===== src/rtl/sram_arb_pkg.sv =====
// Shared types and default timing for the cartridge SRAM arbiter.
package sram_arb_pkg;

  // Arbiter FSM states.
  typedef enum logic [1:0] {
    IDLE = 2'd0,
    CART = 2'd1,
    UC   = 2'd2
  } state_e;

  // Which requester owns the access in flight.
  typedef enum logic {
    OWN_CART = 1'b0,
    OWN_UC   = 1'b1
  } owner_e;

  // Default access shape: 4 clocks, WE low in phases 1..2.
  localparam int ACC_CYCLES_DEF = 4;
  localparam int WE_FIRST_DEF   = 1;
  localparam int WE_LAST_DEF    = 2;

  // One SRAM command as latched from a requester.
  typedef struct packed {
    logic        we;
    logic [14:0] addr;
    logic [7:0]  wdata;
  } cmd_t;

  // Map a busy state to the requester that owns it.
  function automatic owner_e state_owner(input state_e s);
    return (s == UC) ? OWN_UC : OWN_CART;
  endfunction

endpackage


===== src/rtl/sram_seq.sv =====
// Fixed-length SRAM access sequencer: phase counter plus registered strobes.
// A start pulse begins phase 0 on the next cycle; a start coinciding with
// the last phase chains the next access with no idle cycle.
module sram_seq
  import sram_arb_pkg::*;
#(
  parameter int ACC_CYCLES = ACC_CYCLES_DEF,
  parameter int WE_FIRST   = WE_FIRST_DEF,
  parameter int WE_LAST    = WE_LAST_DEF
) (
  input  logic clk,
  input  logic rst,
  input  logic start_i,     // begin an access at this edge
  input  logic we_i,        // write access (valid with start_i)
  input  logic nowe_i,      // suppress the WE pulse (write protect)
  output logic cap_o,       // register ram_din at this edge
  output logic last_o,      // current cycle is the final phase
  output logic ram_oe_n_o,
  output logic ram_we_n_o,
  output logic ram_dq_oe_o
);

  localparam int PW = $clog2(ACC_CYCLES);
  localparam logic [PW-1:0] P_LAST = PW'(ACC_CYCLES - 1);
  localparam logic [PW-1:0] P_CAP  = PW'(ACC_CYCLES - 2);
  localparam logic [PW-1:0] P_WF   = PW'(WE_FIRST);
  localparam logic [PW-1:0] P_WL   = PW'(WE_LAST);

  logic          active_q, active_d;
  logic [PW-1:0] p_q, p_d;
  logic          we_q, we_d;
  logic          nowe_q, nowe_d;
  logic          oe_n_q, oe_n_d;
  logic          we_n_q, we_n_d;
  logic          dq_oe_q, dq_oe_d;

  // Next phase, then strobes decoded from the next phase so pins are flops.
  always_comb begin
    active_d = active_q;
    p_d      = p_q;
    we_d     = we_q;
    nowe_d   = nowe_q;
    if (start_i) begin
      active_d = 1'b1;
      p_d      = '0;
      we_d     = we_i;
      nowe_d   = nowe_i;
    end else if (active_q) begin
      if (p_q == P_LAST) begin
        active_d = 1'b0;
        p_d      = '0;
      end else begin
        p_d = p_q + 1'b1;
      end
      // Write protect is re-sampled during phase 0 for the remaining phases.
      if (p_q == '0) nowe_d = nowe_i;
    end
    oe_n_d  = !(active_d && !we_d);
    dq_oe_d = active_d && we_d;
    we_n_d  = !(active_d && we_d && !nowe_d && (p_d >= P_WF) && (p_d <= P_WL));
  end

  // Sequencer state and pin registers; reset truncates any access.
  always_ff @(posedge clk) begin
    if (rst) begin
      active_q <= 1'b0;
      p_q      <= '0;
      we_q     <= 1'b0;
      nowe_q   <= 1'b0;
      oe_n_q   <= 1'b1;
      we_n_q   <= 1'b1;
      dq_oe_q  <= 1'b0;
    end else begin
      active_q <= active_d;
      p_q      <= p_d;
      we_q     <= we_d;
      nowe_q   <= nowe_d;
      oe_n_q   <= oe_n_d;
      we_n_q   <= we_n_d;
      dq_oe_q  <= dq_oe_d;
    end
  end

  assign cap_o       = active_q && (p_q == P_CAP);
  assign last_o      = active_q && (p_q == P_LAST);
  assign ram_oe_n_o  = oe_n_q;
  assign ram_we_n_o  = we_n_q;
  assign ram_dq_oe_o = dq_oe_q;

endmodule


===== src/rtl/sram_arbiter.sv =====
// Two-requester SRAM arbiter: cart (strict priority, one-deep pending slot)
// and microcontroller byte port, sharing one fixed-length access sequencer.
//
// uc handshake (4-phase): uc_req rises with a stable command; uc_ack rises
// one cycle after the access ends and holds with uc_rdata valid; uc_req
// falls; uc_ack falls the cycle after uc_req is sampled low. A new uc access
// is only started while uc_ack is low.
module sram_arbiter
  import sram_arb_pkg::*;
#(
  parameter int ACC_CYCLES = ACC_CYCLES_DEF,
  parameter int WE_FIRST   = WE_FIRST_DEF,
  parameter int WE_LAST    = WE_LAST_DEF
) (
  input  logic        clk,
  input  logic        rst,
  input  logic        cart_req,
  input  logic        cart_we,
  input  logic [14:0] cart_addr,
  input  logic [7:0]  cart_wdata,
  output logic [7:0]  cart_rdata,
  output logic        cart_done,
  input  logic        cart_wp,
  output logic        cart_ovf,
  input  logic        uc_req,
  input  logic        uc_we,
  input  logic [14:0] uc_addr,
  input  logic [7:0]  uc_wdata,
  output logic [7:0]  uc_rdata,
  output logic        uc_ack,
  output logic [14:0] ram_addr,
  output logic [7:0]  ram_dout,
  input  logic [7:0]  ram_din,
  output logic        ram_dq_oe,
  output logic        ram_oe_n,
  output logic        ram_we_n,
  output state_e      dbg_state,
  output logic        dbg_pend
);

  state_e      state_q, state_d;
  logic        pend_q, pend_d;
  cmd_t        pend_cmd_q, pend_cmd_d;
  logic        ovf_q, ovf_d;
  logic        acc_we_q, acc_we_d;
  logic [7:0]  cart_rdata_q, cart_rdata_d;
  logic [7:0]  uc_rdata_q, uc_rdata_d;
  logic        cart_done_q, cart_done_d;
  logic        uc_ack_q, uc_ack_d;
  logic [14:0] ram_addr_q, ram_addr_d;
  logic [7:0]  ram_dout_q, ram_dout_d;

  cmd_t   cart_in, cart_cmd;
  logic   cart_want, take_cart, take_uc, start, start_we, nowe;
  logic   seq_cap, seq_last;
  owner_e own;

  // Arbitration, pending-slot bookkeeping and registered output updates.
  always_comb begin
    state_d      = state_q;
    pend_d       = pend_q;
    pend_cmd_d   = pend_cmd_q;
    ovf_d        = ovf_q;
    acc_we_d     = acc_we_q;
    cart_rdata_d = cart_rdata_q;
    uc_rdata_d   = uc_rdata_q;
    cart_done_d  = 1'b0;
    uc_ack_d     = uc_ack_q;
    ram_addr_d   = ram_addr_q;
    ram_dout_d   = ram_dout_q;
    take_cart    = 1'b0;
    take_uc      = 1'b0;
    start_we     = 1'b0;

    // A same-cycle cart_req counts as pending so it can start immediately.
    cart_in   = '{we: cart_we, addr: cart_addr, wdata: cart_wdata};
    cart_want = pend_q || cart_req;
    cart_cmd  = pend_q ? pend_cmd_q : cart_in;
    own       = state_owner(state_q);

    case (state_q)
      IDLE: begin
        if (cart_want)                take_cart = 1'b1;
        else if (uc_req && !uc_ack_q) take_uc   = 1'b1;
      end
      CART, UC: begin
        if (seq_last) begin
          if (cart_want) take_cart = 1'b1;
          else           state_d   = IDLE;
        end
      end
      default: state_d = IDLE;
    endcase

    if (take_cart) begin
      state_d    = CART;
      ram_addr_d = cart_cmd.addr;
      ram_dout_d = cart_cmd.wdata;
      start_we   = cart_cmd.we;
    end else if (take_uc) begin
      state_d    = UC;
      ram_addr_d = uc_addr;
      ram_dout_d = uc_wdata;
      start_we   = uc_we;
    end
    start = take_cart || take_uc;
    if (start) acc_we_d = start_we;

    // One-deep cart slot: a request while full is lost and flagged.
    if (cart_req) begin
      if (pend_q) begin
        ovf_d = 1'b1;
      end else if (!take_cart) begin
        pend_d     = 1'b1;
        pend_cmd_d = cart_in;
      end
    end
    if (take_cart && pend_q) pend_d = 1'b0;

    // Read data lands in the owner's register; writes leave it untouched.
    if (seq_cap && !acc_we_q) begin
      if (own == OWN_CART) cart_rdata_d = ram_din;
      else                 uc_rdata_d   = ram_din;
    end

    if (seq_last && (state_q == CART)) cart_done_d = 1'b1;
    if (seq_last && (state_q == UC))   uc_ack_d    = 1'b1;
    else if (uc_ack_q && !uc_req)      uc_ack_d    = 1'b0;

    // Write protect only applies to accesses owned by the cart.
    nowe = cart_wp && (start ? take_cart : (state_q == CART));
  end

  // Arbiter registers with synchronous reset.
  always_ff @(posedge clk) begin
    if (rst) begin
      state_q      <= IDLE;
      pend_q       <= 1'b0;
      pend_cmd_q   <= '0;
      ovf_q        <= 1'b0;
      acc_we_q     <= 1'b0;
      cart_rdata_q <= '0;
      uc_rdata_q   <= '0;
      cart_done_q  <= 1'b0;
      uc_ack_q     <= 1'b0;
      ram_addr_q   <= '0;
      ram_dout_q   <= '0;
    end else begin
      state_q      <= state_d;
      pend_q       <= pend_d;
      pend_cmd_q   <= pend_cmd_d;
      ovf_q        <= ovf_d;
      acc_we_q     <= acc_we_d;
      cart_rdata_q <= cart_rdata_d;
      uc_rdata_q   <= uc_rdata_d;
      cart_done_q  <= cart_done_d;
      uc_ack_q     <= uc_ack_d;
      ram_addr_q   <= ram_addr_d;
      ram_dout_q   <= ram_dout_d;
    end
  end

  sram_seq #(
    .ACC_CYCLES(ACC_CYCLES),
    .WE_FIRST  (WE_FIRST),
    .WE_LAST   (WE_LAST)
  ) u_seq (
    .clk        (clk),
    .rst        (rst),
    .start_i    (start),
    .we_i       (start_we),
    .nowe_i     (nowe),
    .cap_o      (seq_cap),
    .last_o     (seq_last),
    .ram_oe_n_o (ram_oe_n),
    .ram_we_n_o (ram_we_n),
    .ram_dq_oe_o(ram_dq_oe)
  );

  assign cart_rdata = cart_rdata_q;
  assign cart_done  = cart_done_q;
  assign cart_ovf   = ovf_q;
  assign uc_rdata   = uc_rdata_q;
  assign uc_ack     = uc_ack_q;
  assign ram_addr   = ram_addr_q;
  assign ram_dout   = ram_dout_q;
  assign dbg_state  = state_q;
  assign dbg_pend   = pend_q;

endmodule


===== config.mk =====
export PLATFORM = sky130hd
export DESIGN_NAME = sram_arbiter
export DESIGN_NICKNAME = d
export VERILOG_FILES = /design/src/rtl/sram_arb_pkg.sv /design/src/rtl/sram_seq.sv /design/src/rtl/sram_arbiter.sv
export SDC_FILE = /design/constraint.sdc
export NUM_CORES = 1
export LEC_CHECK = 0
export CAP_MARGIN = 20
export CORE_ASPECT_RATIO = 1.1
export CORE_UTILIZATION = 25
export DETAILED_ROUTE_END_ITERATION = 6
export HOLD_SLACK_MARGIN = 0.06
export PLACE_DENSITY = 0.48
export SLEW_MARGIN = 30
export SYNTH_ARGS = -nofsm -noshare
export SYNTH_HDL_FRONTEND = slang
export SYNTH_SLANG_ARGS = --single-unit
export TNS_END_PERCENT = 50

===== constraint.sdc =====
create_clock -name clk -period 4.52 [get_ports clk]
set_clock_uncertainty 0.05 [all_clocks]
set_input_delay 0.904 -clock clk [delete_from_list [all_inputs] [get_ports clk]]
set_output_delay 0.904 -clock clk [all_outputs]
set_load 0.005 [all_outputs]

### Yosys cells after proc, flatten, opt, wreduce, memory -nomap -nowiden

Index checks and enable logic that the tools add are counted.

| storage, ports and cells | value |
|---|---|
| register bits after elaboration | 78 |
| logic and storage cells | 108 |

| operators by class | value |
|---|---|
| $add $sub $neg | 1 |
| $lt $le $gt $ge | 2 |
| equal/unequal tests | 10 |
| mux-type cells | 35 |
| bitwise operators | 3 |
| reduce and logical (&&, ||, !) cells | 36 |

Operators with widths:

| operator | count |
|---|---|
| two-way mux 15 bit | 2 |
| two-way mux 24 bit | 1 |
| two-way mux 1 bit | 22 |
| two-way mux 8 bit | 2 |
| logical AND 1 bit | 14 |
| two-way mux 2 bit | 6 |
| inequality test 3 bit, second input constant | 3 |
| AND reduction 3 bit | 3 |
| inequality test 4 bit, second input constant | 2 |
| zero test 1 bit | 7 |
| == test 2 bit, second input constant | 3 |
| AND reduction 2 bit | 3 |
| OR reduction 2 bit | 3 |
| zero test 2 bit | 2 |
| case mux 2 bit (2 select lines) | 1 |
| nonzero test 2 bit | 2 |
| NOT 1 bit | 3 |
| adder 2 x 1 -> 2 bit, second input constant | 1 |
| == test 2 x 1 -> 1 bit, second input constant | 1 |
| >= comparator 2 x 1 -> 1 bit, second input constant | 1 |
| less-or-equal comparator 2 bit, second input constant | 1 |
| logical OR 1 bit | 2 |
| inequality test 2 bit, second input constant | 1 |
| case mux 1 bit (2 select lines) | 1 |

### Depth between registers and ports, before layout

Gate-level depths: netlist of run 1.

| logic depth | value |
|---|---|
| word-level depth | 16 |
| mapped depth | 8 |
| depth with buffers taken out | 6 |

### By module

Synthesis of run 1 repeated with hierarchy kept, for this count alone.

| unflattened totals | value |
|---|---|
| cell total of the unflattened synthesis | 374 |
| area total of the unflattened synthesis | 3437.0 sq um |

Modules (own cells, without submodules):

| module | times used | cells each | area an instance (sq um) | seq. area each (sq um) |
|---|---|---|---|---|
| sram_arbiter | 1 | 333 | 3067.9 | 1401.3 |
| sram_seq | 1 | 41 | 369.1 | 160.2 |

### Least setup slack after synthesis of run 1

OpenSTA, ideal clock, no wires.

| timing | value |
|---|---|
| kind | flip-flop to flip-flop |
| start | register state_q[0], in the netlist dbg_state[0] |
| end | register u_seq.oe_n_q, in the netlist u_seq.ram_oe_n_o |
| setup time | 0.132 ns |
| data arrival time | 1.881 ns |
| slack | 2.457 ns |
| stages on the path, launching flop included | 8 |
| buffers on the path | 1 |
| cells stage by stage | dfxtp_1 > inv_1 > ha_1 > a31oi_1 > or3_1 > clkbuf_1 > a211oi_1 > o21ai_1 |

| on the way | value |
|---|---|
| longest elaborated chain between the ends | 8 |
| elaborated cells on any way between the ends | 14 |
| classes of those cells | 2 x eq/ne; 6 x mux; 6 x reduce/logical |

RTL lines:

| item | RTL line | text |
|---|---|---|
| start, declared | sram_arbiter.sv:41 | `state_e state_q, state_d;` |
| start signal, assigned | sram_arbiter.sv:149 | `state_q <= state_d;` |
| == test 2 bit, or another cell as far along | sram_arbiter.sv:81 | `case (state_q)` |
| OR reduction 2 bit / two-way mux 1 bit (equally long branches) | sram_arbiter.sv:81 |  |
| case mux 1 bit (2 select lines) / two-way mux 1 bit (equally long branches) | sram_arbiter.sv:81, sram_arbiter.sv:100 |  |
| two-way mux 1 bit / logical OR 1 bit (equally long branches) | sram_arbiter.sv:95, sram_arbiter.sv:106 |  |
| two-way mux 1 bit | sram_seq.sv:43 | `if (start_i) begin` |
| zero test 1 bit | sram_seq.sv:58 | `oe_n_d = !(active_d && !we_d);` |
| logical AND 1 bit * | sram_seq.sv:58 |  |
| zero test 1 bit * | sram_seq.sv:58 |  |
| end signal, assigned | sram_seq.sv:78 | `oe_n_q <= oe_n_d;` |
| end, declared | sram_seq.sv:33 | `logic oe_n_q, oe_n_d;` |

Every way passes the cells marked *; elsewhere a longest branch is shown, timed or not.
A chain may end at the register's enable or synchronous reset.

### Worst setup path in the final report of run 1

| timing | value |
|---|---|
| start | input cart_req |
| end | register u_seq.dq_oe_q, in the netlist u_seq.ram_dq_oe_o |

| on the way | value |
|---|---|
| longest elaborated chain between the ends | 7 |
| elaborated cells on any way between the ends | 12 |
| classes of those cells | 9 x mux; 3 x reduce/logical |

RTL lines:

| item | RTL line | text |
|---|---|---|
| start, declared | sram_arbiter.sv:17 | `input logic cart_req,` |
| logical OR 1 bit * | sram_arbiter.sv:77 | `cart_want = pend_q \|\| cart_req;` |
| two-way mux 1 bit (on tied branches) | sram_arbiter.sv:83, sram_arbiter.sv:88 |  |
| two-way mux 1 bit (on tied branches) | sram_arbiter.sv:87, sram_arbiter.sv:81 |  |
| case mux 1 bit (2 select lines) / two-way mux 1 bit (equally long branches) | sram_arbiter.sv:81, sram_arbiter.sv:100 |  |
| two-way mux 1 bit / logical OR 1 bit (equally long branches) | sram_arbiter.sv:95, sram_arbiter.sv:106 |  |
| two-way mux 1 bit | sram_seq.sv:43 |  |
| logical AND 1 bit * | sram_seq.sv:59 | `dq_oe_d = active_d && we_d;` |
| end signal, assigned | sram_seq.sv:80 | `dq_oe_q <= dq_oe_d;` |
| end, declared | sram_seq.sv:35 | `logic dq_oe_q, dq_oe_d;` |

Marks and branches as above.

==> out/qor.yml, run 1 <==
synth_edf_count: 0
min_path_cells: 2
fin_ws_ns: 1.826
maxCapViolCount: 0
place_area_mm2: 0.004549
drt_wl_total_um: 9842
nNetsFinal: 561
r2r_start: "dbg_state[0]"
post-place-cells: 643
io_pins: 109
critPathLaunchType: "input pin"
postRouteAntennaNets: 0
start_util: 0.2567
gp_congestion: 0.7665
first_global_vias: 3198
worst_slew_pin_slew_ns: 0.8578
min_from: "pend_cmd_q[22]"
core_area_mm2: 0.01321
drc: 0
grt-ovfl-total: 0
htree_levels: 3
r2r_slack_ns: 1.99
hold_class: "reg2reg"
power.density_mw_per_mm2: 401.8
synthDistinctLibCells: 39
rsz0062_at_grt: "false"
r2r-end: "u_seq.ram_dq_oe_o"
dieArea_mm2: 0.01404
num_antenna_cells: 0
numCtsBuffers: 9
grt_max_degree: 54
max-slew-margin-rel: 0.4282
setup_viol: 0
portBuffers: 108
clk_latency_ns: 0.34
num_vias: 3123
drive_gt1_frac: 0.05221
dp_slack_ns: 1.076
synth_area_leaders: "dfxtp_1 46%, nand2_1 13%, a211oi_1 6.2%"
die_h_um: 124.2
rows: 44
synth-seq-cells: 78
cts_max_path_buffers: 2
cpMaxStageDelayCell: "or3_4"
ir_drop_mv: 0.2152
synth_warnings: 0
yosysTopAreaCell: "dfxtp_1"
viasPerCell: 4.739
grt_pass1_wl_um: 15850
final_hold_viol_count: 0
cts_tree: "done"
worstSetupPathType: "in2reg"
synthesis.area_mm2: 0.003392
syn_inst: 401
hold_buffers: 0
outcome: "finished clean"
period_share: 0.5961
fin_setup_tns_ns: 0
path_clk_slew_ns: 0.06
wl_per_cell_um: 14.93
synth.net_count: 469
cp.required_ns: 4.67
cts_setup_buffers: 0
worstSetupEndpointType: "flop"
clock_sinks: 78
fmax_ghz: 0.3711
max_stage_delay_ns: 0.61
drt_iter0_markers: 123
fin_area_mm2: 0.004891
synthArstFlopShare: 0
antenna_found_initial: 0
path_cells: "clkdlybuf4s50_1, nor2_1, or3_4, a211oi_1, nor3b_1"
post_cts_resized: 0
clockRootBuffer: "clkbuf_16"
drt-pass1-iter-count: 4
area_growth_pct: 44.19
cp_data_arrival_time_ns: 2.85
synth_top_area_frac: 0.4603
holdPathEnd: "pend_cmd_q[22]"
grt_usage: 0.1458
fin_crit_ns: 2.694
dp_hpwl_um: 6394
timing.critical_path.from: "cart_req"
stdcell_count: 659
leakage_uw: 0.001679
yosysSeqAreaShare: 0.4603
avgSynthCellArea_um2: 8.459
synthFlopType: "dfxtp_1"
crit_fanout: 49
reg2reg_depth: 6
dieWidth_um: 113.1
final-max-slew-violation-count: 0
==> logic make-up (layout without fill, tap and decap cells) <==
kind of cell / count (synthesis) / in the layout / synth area share
compound gates: 97 / 97 / 0.2007
fa+ha+maj: 7 / 7 / 0.02582
buf+inv: 36 / 133 / 0.04943
flops: 78 / 78 / 0.4603
xor+xnor: 1 / 1 / 0.002583
mux: 11 / 11 / 0.03283
simple gates: 171 / 171 / 0.2283
==> synth_stat cells, types with 2 or more instances <==
master,number
ha_1,7
dfxtp_1,78
inv_1,7
buf_6,3
nor2_1,13
nand2_1,113
a21oi_1,37
buf_2,5
nor2b_1,23
nand3b_1,2
nand2b_1,2
mux2i_1,10
or3_1,2
nor3_1,5
a211oi_1,28
buf_1,2
a311oi_1,24
and2_1,2
clkbuf_1,18
==> layout by cell type (no fill, tap or decap), types with 2 or more instances in the layout <==
| cell type | n |
|---|---|
| bufinv_16 | 2 |
| clkdlybuf4s50_1 | 107 |
| dfxtp_1 | 77 |
| nor3_1 | 5 |
| mux2i_1 | 10 |
| inv_1 | 7 |
| a311oi_1 | 24 |
| a21oi_1 | 37 |
| nand2b_1 | 2 |
| a211oi_1 | 28 |
| clkbuf_8 | 3 |
| nand2_1 | 112 |
| nand3b_1 | 2 |
| buf_4 | 2 |
| ha_1 | 7 |
| nor2_1 | 13 |
| nor2b_1 | 23 |
| clkbuf_16 | 9 |
==> worst max path at each step <==
stage	end	slack (ns)	cells past startpoint
2_1_floorplan	u_seq.ram_oe_n_o	2.46	7
3_3_place_gp	u_seq.ram_oe_n_o	1.18	5
3_5_place_dp	u_seq.ram_dq_oe_o	1.08	5
4_1_cts	u_seq.ram_dq_oe_o	1.46	5
5_1_grt	u_seq.ram_dq_oe_o	1.68	5
6_report	u_seq.ram_dq_oe_o	1.83	5
==> critical path: cells and delay by family <==
| kind | cells | cell delay [ns] |
|---|---|---|
| AOI/OAI and AO/OA | 1 | 0.50 |
| buffers and inverters | 1 | 0.57 |
| and+or+nand+nor | 3 | 0.87 |
==> through the flow <==
step                power [uW]  utilization  hold WS, ns
finish                    1965       0.3702       0.4027
global route              2063       0.3702       0.4249
CTS                       1992       0.3697       0.4043
detailed placement        1170       0.3443       0.3949
global placement          1163       0.3440       0.3917
floorplan                993.3            -       0.3817
==> cell type report <==
cell class	instances	area [um^2]
Fill cell	1369	8322
Multi-Input combinational cell	287	1672
Sequential cell	78	1565
Timing Repair Buffer	110	1091
Clock buffer	13	270.3
Tap cell	161	201.4
Clock inverter	3	65.06
Inverter	7	26.28
==> power breakdown <==
group	leakage [uW]	total, uW	internal [uW]	switching, uW
Sequential	0.000638	799	747	51.7
Combinational	0.000875	355	186	169
Clock	0.000166	812	528	283
Total	0.00168	1970	1460	504
==> registers in the layout, indices dropped and copies added, names as in the netlist, 2 cells and up <==
register,flops
dbg_state,2
cart_rdata,8
pend_cmd_q,24
uc_rdata,8
ram_dout,8
ram_addr,15
u_seq.p_q,2
==> routing by layer <==
metal | routed length [um] | global-route usage
met5 | 0 | 0
met4 | 95 | 0.03618
met3 | 798 | 0.06813
met2 | 4612 | 0.2500
met1 | 4335 | 0.1640
Note: power is estimated with default switching activity, not from simulation.
==> run 2, diff against run 1 <==
Clock period 4.52 ns to 2.7 ns, I/O delays scaled along.
==> run 2 against run 1 <==
Register-to-register slack got worse by 1.7 ns. Highest routed layer unchanged. Combinational power rose by 89%. Sequential share of layout area fell by 0.64 points. Core utilization rose by 0.69 points. Critical path depth rose by 2. Worst setup slack got worse by 1.5 ns. Via count rose by 4.2%. Flip-flop and latch count did not move.
==> out/qor.yml, run 2 (same netlist as run 1, synthesis figures left out) <==
outcome: "finished clean"
post_cts_resized: 0  # unchanged
worstSetupEndpointType: "flop"
grt_usage: 0.1464  # +0.0005705
numCtsBuffers: 9  # unchanged
num_vias: 3253  # +4.2%
layout_common_cells: "113 x nand2_1, 107 x clkdlybuf4s50_1, 77 x dfxtp_1, 37 x a21oi_1, 28 x a211oi_1"
leakage_uw: 0.001739  # +3.5%
top_register: "pend_cmd_q"
cp.required_ns: 2.85  # -1.82 ns
cell_internal_pwr_uw: 2246  # +54%
largest_register_ffs: 24  # unchanged
rows: 44  # unchanged
clockRootBuffer: "clkbuf_16"
cts_setup_buffers: 0  # unchanged
comb_power_share: 0.216  # +0.035
min_path_cells: 2  # unchanged
dp_hpwl_um: 6968  # +9.0%
first_global_vias: 3217  # +0.59%
p_clk_frac: 0.361  # -0.052
start_util: 0.2567  # unchanged
grt_pass1_wl_um: 15950  # +0.61%
postRouteAntennaNets: 0  # unchanged
cts_max_path_buffers: 2  # unchanged
rsz0062_at_grt: "false"
fin_crit_ns: 2.396
setup_viol: 0  # unchanged
grt-ovfl-total: 0  # unchanged
max-slew-margin-rel: 0.6219  # +0.1937
drive_gt1_frac: 0.08333  # +0.03112
worstSetupPathType: "reg2reg"
place_area_mm2: 0.004706  # +3.4%
pwr-share-seq: 0.423  # +0.017
die_h_um: 124.2  # unchanged
r2r_slack_ns: 0.30  # -1.69 ns
fin_ws_ns: 0.3035  # -1.522 ns
grt_max_degree: 44  # -19%
viasPerCell: 4.805  # +1.4%
p_sw_uw: 858.2  # +70%
worst_slew_pin_slew_ns: 0.5647  # -0.2931 ns
clk_latency_ns: 0.33  # about the same
total_power_uw: 3105  # +58%
nNetsFinal: 579  # +3.2%
cpMaxStageDelayCell: "or3_2"
htree_levels: 3  # unchanged
drt_iter0_markers: 170  # +38%
multi_input_area_mm2: 0.001664  # -0.45%
drc: 0  # unchanged
num_antenna_cells: 0  # unchanged
dp_slack_ns: 0.2443  # -0.8316 ns
layout_commonest_cell: "nand2_1"
dieArea_mm2: 0.01404  # unchanged
reg2reg_depth: 7  # +1
hold_buffers: 0  # unchanged
cp_data_arrival_time_ns: 2.55  # -0.30 ns
cts_tree: "done"
path_clk_slew_ns: 0.06  # about the same
clock_sinks: 78  # unchanged
fmax_ghz: 0.4173
power.density_mw_per_mm2: 623.1  # +55%
drt-pass1-iter-count: 7  # +3
final-max-slew-violation-count: 0  # unchanged
hold_class: "reg2reg"
ir_drop_mv: 0.3058  # +42%
core_area_mm2: 0.01321  # unchanged
portBuffers: 108  # unchanged
period_share: 0.8876
area_growth_pct: 46.88
nFillCells: 1362  # -0.51%
netSwitchingFraction: 0.2764  # +0.01990
max_stage_delay_ns: 0.64  # +0.03 ns
io_pins: 109  # unchanged
gp_congestion: 0.7320  # -4.5%
critPathLaunchType: "flop"
crit_fanout: 30  # -39%
antenna_found_initial: 0  # unchanged
maxCapViolCount: 0  # unchanged
wl_per_cell_um: 14.78  # -1.0%
utilization: 0.3771  # +0.006913
fin_area_mm2: 0.004982  # +1.9%
fin_setup_tns_ns: 0  # unchanged
path_cells: "inv_1, ha_1, a31oi_1, or3_2, buf_12, a211oi_1, a311oi_1"
dieWidth_um: 113.1  # unchanged
seqCellArea_mm2: 0.001563  # -0.16%
final_hold_viol_count: 0  # unchanged
drt_wl_total_um: 10010  # +1.7%
==> run 2: cell types whose count changed in the layout (fill, tap and decap cells not counted), moves of 2 or more <==
cell	change
buf_4	+16
clkinvlp_4	+3
buf_12	+2
bufinv_16	-2
clkbuf_8	-2
clkinv_2	+2
==> run 2: final timing paths <==
check | start | endpoint
worst max-delay path | dbg_state[1] | ram_dout[3]
worst min register to register | pend_cmd_q[5] | pend_cmd_q[5]
worst max register to register | dbg_state[1] | ram_dout[3]
worst min-delay path | pend_cmd_q[5] | pend_cmd_q[5]
==> run 2: final cells by class <==
| class | count | area share |
|---|---|---|
| clock buffer | 10 | 0.04797 |
| clock inverter | 6 | 0.007534 |
| inverter | 7 | 0.005274 |
| multi-input combinational | 287 | 0.3340 |
| sequential | 78 | 0.3137 |
| tap | 161 | 0.04043 |
| timing repair buffer | 128 | 0.2511 |
==> run 2: layer usage <==
metal / track usage / routed length [um] / up-vias
met3: 0.05742 / 816 / 15
li1: - / - / 1618
met5: 0 / 0 / -
met2: 0.2462 / 4726 / 105
met4: 0.05099 / 160 / 0
met1: 0.1698 / 4303 / 1515
==> run 2: worst max-delay path, delay by kind of cell, from the launching register on <==
kind | cells | cell delay [ns]
adders and majority gates | 1 | 0.32
DFF | 1 | 0.42
and+or+nand+nor | 1 | 0.64
AOI/OAI and AO/OA | 3 | 0.49
buffers and inverters | 2 | 0.32
==> run 2: power by group through the flow <==
stage          clock, uW  sequential [uW]  combinational [uW]
6_report            1120             1310                 671
5_1_grt             1220             1320                 739
4_1_cts             1170             1310                 680
3_5_place_dp           0             1340                 676
3_3_place_gp           0             1340                 665
2_1_floorplan          0             1330                 334
==> run 2: through the flow <==
stage               cells  hold slack [ns]
floorplan             401           0.3817
global placement      661           0.3909
detailed placement    661           0.3968
CTS                   677           0.4052
global route          677           0.4210
finish                677           0.4045
